**src/rtl/algo_ref_pkg.sv**
```systemverilog
// Shared helpers for the algorithmic-memory reference models: read-during-write
// mode constants, a constant clog2 and the {bank,row} physical-address packer.
package algo_ref_pkg;

  localparam int RDW_OLD = 0;
  localparam int RDW_NEW = 1;

  function automatic int clog2(input int n);
    int r;
    r = 0;
    while ((1 << r) < n) begin
      r = r + 1;
    end
    return r;
  endfunction

  // Caller truncates to BITPADR; a spare-bank report folds into the bank field.
  function automatic logic [31:0] pack_padr(input int bank, input int row, input int bitvrow);
    return 32'((bank << bitvrow) | row);
  endfunction

endpackage

```
**src/rtl/algo_ref_dly.sv**
```systemverilog
// Valid+data shift pipeline with async reset. Stage 0 data holds while idle so
// the output keeps its last value between reads.
module algo_ref_dly #(
  parameter int W     = 1,
  parameter int DELAY = 1
) (
  input  logic         clk,
  input  logic         rst,
  input  logic         vld_i,
  input  logic [W-1:0] data_i,
  output logic         vld_o,
  output logic [W-1:0] data_o
);

  logic [DELAY-1:0] vld_q;
  logic [W-1:0]     data_q [DELAY];

  always_ff @(posedge clk or posedge rst) begin
    if (rst) begin
      vld_q <= '0;
      for (int i = 0; i < DELAY; i++) begin
        data_q[i] <= '0;
      end
    end else begin
      vld_q[0] <= vld_i;
      if (vld_i) begin
        data_q[0] <= data_i;
      end
      for (int i = 1; i < DELAY; i++) begin
        vld_q[i]  <= vld_q[i-1];
        data_q[i] <= data_q[i-1];
      end
    end
  end

  assign vld_o  = vld_q[DELAY-1];
  assign data_o = data_q[DELAY-1];

endmodule

```
**src/rtl/np2_addr.sv**
```systemverilog
// Splits a flat address into virtual bank (addr % NUMVBNK) and row (addr / NUMVBNK).
module np2_addr #(
  parameter int BITADDR = 4,
  parameter int NUMVBNK = 4,
  parameter int BITVBNK = 2,
  parameter int BITVROW = 2
) (
  input  logic [BITADDR-1:0] addr_i,
  output logic [BITVBNK-1:0] vbadr_o,
  output logic [BITVROW-1:0] vradr_o
);

  assign vbadr_o = BITVBNK'(32'(addr_i) % NUMVBNK);
  assign vradr_o = BITVROW'(32'(addr_i) / NUMVBNK);

endmodule

```
**src/rtl/algo_nr1w_ref.sv**
```systemverilog
// Behavioural N-read/1-write virtual-banked memory reference with per-row error
// flags, error injection, read-during-write selection and saturating error counters.
module algo_nr1w_ref
  import algo_ref_pkg::*;
#(
  parameter int WIDTH     = 4,
  parameter int NUMADDR   = 16,
  parameter int BITADDR   = 4,
  parameter int NUMVBNK   = 4,
  parameter int BITVBNK   = 2,
  parameter int NUMVROW   = 4,
  parameter int BITVROW   = 2,
  parameter int NUMRDPT   = 2,
  parameter int MEM_DELAY = 2,
  parameter int RDW_MODE  = 0,
  parameter int BITCNT    = 8,
  parameter int BITPADR   = BITVBNK + BITVROW
) (
  input  logic                       clk,
  input  logic                       rst,
  input  logic [NUMRDPT-1:0]         read,
  input  logic [NUMRDPT*BITADDR-1:0] rd_adr,
  output logic [NUMRDPT-1:0]         read_vld,
  output logic [NUMRDPT*WIDTH-1:0]   dout,
  output logic [NUMRDPT-1:0]         read_serr,
  output logic [NUMRDPT-1:0]         read_derr,
  output logic [NUMRDPT*BITPADR-1:0] read_padr,
  input  logic                       write,
  input  logic [BITADDR-1:0]         wr_adr,
  input  logic [WIDTH-1:0]           din,
  input  logic                       inj_vld,
  input  logic [BITVBNK:0]           inj_bank,
  input  logic [BITVROW-1:0]         inj_row,
  output logic [BITCNT-1:0]          serr_cnt,
  output logic [BITCNT-1:0]          derr_cnt
);

  localparam int BITFC  = clog2(NUMVBNK + 2);
  localparam int BITSUM = clog2(NUMRDPT + 1);
  localparam int PW     = WIDTH + BITPADR + 2;
  localparam logic [BITCNT-1:0] CNT_MAX = '1;
  localparam logic [BITVBNK:0]  SPARE   = (BITVBNK+1)'(NUMVBNK);

  logic [WIDTH-1:0]                  mem_q [NUMADDR];
  logic [NUMVBNK:0][NUMVROW-1:0]     err_q, err_d;
  logic [BITVBNK-1:0]                wr_bank_s;
  logic [BITVROW-1:0]                wr_row_s;
  logic [NUMRDPT-1:0]                sinc_v_s, dinc_v_s;
  logic [BITSUM-1:0]                 sinc_s, dinc_s;
  logic [BITCNT-1:0]                 serr_cnt_q, serr_cnt_d, derr_cnt_q, derr_cnt_d;

  function automatic logic [BITCNT-1:0] sat_add(input logic [BITCNT-1:0] c,
                                                input logic [BITSUM-1:0] inc);
    logic [BITCNT+BITSUM-1:0] s;
    s = {{BITSUM{1'b0}}, c} + {{BITCNT{1'b0}}, inc};
    return (s > {{BITSUM{1'b0}}, CNT_MAX}) ? CNT_MAX : s[BITCNT-1:0];
  endfunction

  np2_addr #(.BITADDR(BITADDR), .NUMVBNK(NUMVBNK), .BITVBNK(BITVBNK), .BITVROW(BITVROW))
    u_wr_split (.addr_i(wr_adr), .vbadr_o(wr_bank_s), .vradr_o(wr_row_s));

  // Array contents survive reset; only the flags and pipelines are cleared.
  always_ff @(posedge clk) begin
    if (write) begin
      mem_q[wr_adr] <= din;
    end
  end

  // Write clears the data bank and spare flags of its row; injection applied last so it wins.
  always_comb begin
    err_d = err_q;
    if (write) begin
      err_d[{1'b0, wr_bank_s}][wr_row_s] = 1'b0;
      err_d[SPARE][wr_row_s]             = 1'b0;
    end
    if (inj_vld && (inj_bank <= SPARE)) begin
      err_d[inj_bank][inj_row] = 1'b1;
    end
  end

  always_comb begin
    sinc_s = '0;
    dinc_s = '0;
    for (int p = 0; p < NUMRDPT; p++) begin
      sinc_s = sinc_s + BITSUM'(sinc_v_s[p]);
      dinc_s = dinc_s + BITSUM'(dinc_v_s[p]);
    end
    serr_cnt_d = sat_add(serr_cnt_q, sinc_s);
    derr_cnt_d = sat_add(derr_cnt_q, dinc_s);
  end

  always_ff @(posedge clk or posedge rst) begin
    if (rst) begin
      err_q      <= '0;
      serr_cnt_q <= '0;
      derr_cnt_q <= '0;
    end else begin
      err_q      <= err_d;
      serr_cnt_q <= serr_cnt_d;
      derr_cnt_q <= derr_cnt_d;
    end
  end

  assign serr_cnt = serr_cnt_q;
  assign derr_cnt = derr_cnt_q;

  for (genvar p = 0; p < NUMRDPT; p++) begin : g_rd
    logic [BITADDR-1:0] adr_s;
    logic [BITVBNK-1:0] bank_s, low_s;
    logic [BITVROW-1:0] row_s;
    logic [BITFC-1:0]   fcnt_s;
    logic               found_s, serr_s, derr_s, vout_s;
    logic [BITPADR-1:0] padr_s;
    logic [WIDTH-1:0]   data_s;
    logic [PW-1:0]      pin_s, pout_s;

    assign adr_s = rd_adr[p*BITADDR +: BITADDR];

    np2_addr #(.BITADDR(BITADDR), .NUMVBNK(NUMVBNK), .BITVBNK(BITVBNK), .BITVROW(BITVROW))
      u_rd_split (.addr_i(adr_s), .vbadr_o(bank_s), .vradr_o(row_s));

    // Count flagged banks on the row (spare included) and find the lowest one.
    always_comb begin
      fcnt_s  = '0;
      low_s   = '0;
      found_s = 1'b0;
      for (int b = 0; b <= NUMVBNK; b++) begin
        if (err_q[b][row_s]) begin
          fcnt_s = fcnt_s + BITFC'(1);
          if (!found_s) begin
            low_s   = BITVBNK'(b);
            found_s = 1'b1;
          end
        end
      end
    end

    always_comb begin
      if ((RDW_MODE == RDW_NEW) && write && (wr_adr == adr_s)) begin
        data_s = din;
      end else begin
        data_s = mem_q[adr_s];
      end
    end

    assign serr_s = (fcnt_s != '0);
    assign derr_s = (fcnt_s > BITFC'(1));
    assign padr_s = BITPADR'(pack_padr(found_s ? int'(low_s) : int'(bank_s), int'(row_s), BITVROW));
    assign pin_s  = {serr_s, derr_s, padr_s, data_s};

    algo_ref_dly #(.W(PW), .DELAY(MEM_DELAY)) u_dly (
      .clk    (clk),
      .rst    (rst),
      .vld_i  (read[p]),
      .data_i (pin_s),
      .vld_o  (vout_s),
      .data_o (pout_s)
    );

    // Held stage data carries stale flags, so they are qualified by valid.
    assign read_vld[p]                      = vout_s;
    assign read_serr[p]                     = vout_s & pout_s[PW-1];
    assign read_derr[p]                     = vout_s & pout_s[PW-2];
    assign read_padr[p*BITPADR +: BITPADR]  = pout_s[WIDTH +: BITPADR];
    assign dout[p*WIDTH +: WIDTH]           = pout_s[WIDTH-1:0];

    assign sinc_v_s[p] = read[p] & serr_s & ~derr_s;
    assign dinc_v_s[p] = read[p] & derr_s;
  end

endmodule

```
**config.mk**
```make
export PLATFORM = sky130hd
export DESIGN_NAME = algo_nr1w_ref
export DESIGN_NICKNAME = d
export VERILOG_FILES = /design/src/rtl/algo_ref_pkg.sv /design/src/rtl/algo_ref_dly.sv /design/src/rtl/np2_addr.sv /design/src/rtl/algo_nr1w_ref.sv
export SDC_FILE = /design/constraint.sdc
export NUM_CORES = 1
export LEC_CHECK = 0
export CORE_ASPECT_RATIO = 0.9
export CORE_MARGIN = 2
export CORE_UTILIZATION = 64
export CTS_BUF_LIST = sky130_fd_sc_hd__clkbuf_4
export DETAILED_ROUTE_END_ITERATION = 7
export MAX_ROUTING_LAYER = met4
export PLACE_DENSITY_LB_ADDON = 0.05
export RECOVER_POWER = 50
export SYNTH_ARGS = -nofsm -noshare
export SYNTH_HDL_FRONTEND = slang
export SYNTH_SLANG_ARGS = --single-unit
```
**constraint.sdc**
```tcl
create_clock -name clk -period 9.4 [get_ports clk]
set_input_delay 2.35 -clock clk [delete_from_list [all_inputs] [get_ports clk]]
set_output_delay 2.35 -clock clk [all_outputs]
set_load 0.1 [all_outputs]
```
==> reports/qor.yml <==
drtPass1Iterations: 6
syn_area_per_cell_um2: 14.78
hp-class: "reg -> reg"
wl_per_cell_um: 20.47
netlist_instances: 462
timing.max_cap.violations: 1
rsz0062_at_grt: "false"
synth_nets: 507
worstPathArrival_ns: 7.48
port_buffers: 64
die_x_um: 112.9
netlist_area_mm2: 0.006830
post-cts-setup-buffer-count: 0
cts_sinks: 144
vias_per_cell: 6.140
ys_types: 45
antenna_found_initial: 0
cp-endpoint: "derr_cnt[0]"
cp_max_fo: 11
r2r_end: "derr_cnt[0]"
crit-reg2reg-launch: "err_q[3]"
cts_buffer_depth: 2
wirelength_um: 13430
finalPower_w: 0.001973
cts_tree: "yes"
clkTransAtPathRegs_ns: 0.10
ir_worst_vdd_uv: 188.2
synth_area_leaders: "dfrtp_1, edfxtp_1, mux4_2"
required_ns: 9.85
setup_viol: 0
core_mm2: 0.01033
grt_max_degree: 66
worst_pin_slew_ns: 3.305
synth_enable_flop_cells: 64
hpwl_um: 9703
setup_tns_ns: 0
crit_path_start_kind: "input pin"
insertion_delay_ns: 0.53
finalInstanceArea_mm2: 0.007707
violations: "design-rule violations, max-capacitance violations, max-slew violations"
drtIter0Drc: 391
reg2reg_depth: 18
yosysMostFrequentCell: "dfrtp_1"
yosysWarnings: 0
drv_slew: 66
slew_headroom_pct: -120.3
ys.flop_type: "dfrtp_1"
p_int_w: 0.001179
end_kind: "flip-flop"
worst-setup-path-type: "in -> reg"
min_period_over_period_pct: 74.77
seq_power_share_pct: 40.9
vias: 4028
regArea_mm2: 0.003924
grt.total_usage_pct: 26.32
drc: 8
synth_top_area_share_pct: 29.31
gp_congestion: 0.8301
die_h_um: 102.0
dieArea_mm2: 0.01152
setup_ws_ns: 2.372
fin_skew_ns: 0.01404
final_util_pct: 74.58
switching_power_w: 0.0007944
cts_inserted_buffers: 17
p_leak_nw: 3.027
row_count: 35
ys_seq_area_share_pct: 57.45
final_nets: 560
drive_gt1_share_pct: 18.60
period_needed_ns: 7.028
synthTopCellsByCount: "dfrtp_1, edfxtp_1, mux4_2, nand2_1, inv_1"
yosys.area.top_type: "dfrtp_1"
multi_input_area_mm2: 0.002581
start_util_pct: 66.09
timing.fmax_mhz: 142.3
htreeDepth: 4
dpl_cell_area_mm2: 0.007425
status: "complete, but fails checks"
io_pins: 65
antenna_left: 0
cts-root-buf: "clkbuf_4"
synth_seq_cells: 144
p_comb_share_pct: 38.9
cp-startpoint: "rd_adr[2]"
syn2layout_area_growth_pct: 12.84
fillers: 672
clkPwrFrac_pct: 20.1
post_cts_resized: 0
hold_viol_final: 0
diodes: 0
swShare_pct: 40.26
synth-async-reset-ratio_pct: 55.56
cts_hold_buf: 0
r2r_slack_ns: 4.78
post-place-ws_ns: 1.832
grt_pass1_wl_um: 21500
grt_overflow: 0
grt_pass1_vias: 4004
powerDensity_mw_per_mm2: 256.0
registers in the layout, summed over array words and instances (netlist names):
signal             count
mem_q                 64
derr_cnt               8
err_q                 20
g_rd.u_dly.vld_q       4
serr_cnt               8
g_rd.u_dly.data_q     20
g_rd.u_dly.data_o     20
critical path, cell delays in order:
cell and delay (ns):
clkdlybuf4s50_1 0.91, mux4_2 0.63, inv_1 0.12, ha_1 0.27, xnor2_1 0.32, inv_1 0.08
ha_1 0.28, mux2i_1 0.24, inv_1 0.08, ha_1 0.20, xnor3_1 0.36, a32oi_2 0.25
nand2_1 0.12, fa_1 0.46, inv_1 0.07, ha_1 0.22, and2_1 0.17, nand3_1 0.21
nand2_1 0.14
final cells by class:
cell class / count / area share [%]
Inverter: 25 / 1.234
Clock inverter: 12 / 1.867
Clock buffer: 19 / 1.851
Multi-Input combinational cell: 260 / 33.49
Tap cell: 129 / 2.094
Sequential cell: 144 / 50.91
Timing Repair Buffer: 67 / 8.555
power groups by stage:
stage          clock (W)  combinational (W)  sequential [W]
6_report        0.000397           0.000768        0.000808
5_1_grt         0.000429           0.000818        0.000821
4_1_cts         0.000405           0.000774        0.000808
3_5_place_dp           0           0.000769        0.000822
3_3_place_gp           0           0.000749        0.000817
2_1_floorplan          0           0.000435        0.000990
how the worst min path moves through the flow:
stage,startpoint,cells past startpoint,slack (ns),end
final,g_rd[1].u_dly.vld_q[0],0,0.36,g_rd[1].u_dly.vld_q[1]
after global routing,g_rd[1].u_dly.vld_q[0],0,0.37,g_rd[1].u_dly.vld_q[1]
after CTS,g_rd[1].u_dly.vld_q[0],0,0.36,g_rd[1].u_dly.vld_q[1]
after detailed placement,g_rd[1].u_dly.vld_q[0],0,0.33,g_rd[1].u_dly.vld_q[1]
after global placement,g_rd[0].u_dly.vld_q[0],0,0.33,g_rd[0].u_dly.vld_q[1]
after floorplan,g_rd[0].u_dly.vld_q[0],0,0.33,g_rd[0].u_dly.vld_q[1]
kinds of logic after synthesis:
| family | after synthesis | synth area share, % |
|---|---|---|
| XOR/XNOR | 17 | 2.803 |
| adder cells (fa/ha/maj) | 18 | 3.517 |
| flip-flops | 144 | 57.45 |
| AND/OR/NAND/NOR | 111 | 8.005 |
| AO/OA/AOI/OAI | 45 | 4.104 |
| buffers and inverters | 58 | 4.763 |
| multiplexers | 69 | 19.36 |
per-layer routing:
metal / global-route usage, % / wire length, um / vias to the layer above
met4: 7.505 / 169 / 0
li1: - / - / 1813
met1: 36.49 / 5635 / 2014
met5: - / 0 / -
met3: 7.177 / 1233 / 19
met2: 39.39 / 6394 / 182
per-stage QoR:
step	cells	hold slack [ns]
6_report	656	0.3577
5_1_grt	656	0.3699
4_1_cts	656	0.3605
2_1_floorplan	462	0.3312
3_5_place_dp	625	0.3347
3_3_place_gp	625	0.3328
cell usage in the layout, fill, tap and decap left out, drive strengths merged, types with 6 or more instances in the layout:
master / instances
dfrtp: 80
edfxtp: 64
clkdlybuf4s50: 53
mux4: 49
nand2: 39
inv: 24
o21ai: 24
clkbuf: 20
nor2: 18
ha: 16
mux2: 15
nand3: 13
dlygate4sd3: 11
clkinv: 8
xnor2: 7
xor2: 7
a21oi: 7
nor2b: 6
nor3: 6
(Power assumes the default switching activity.)
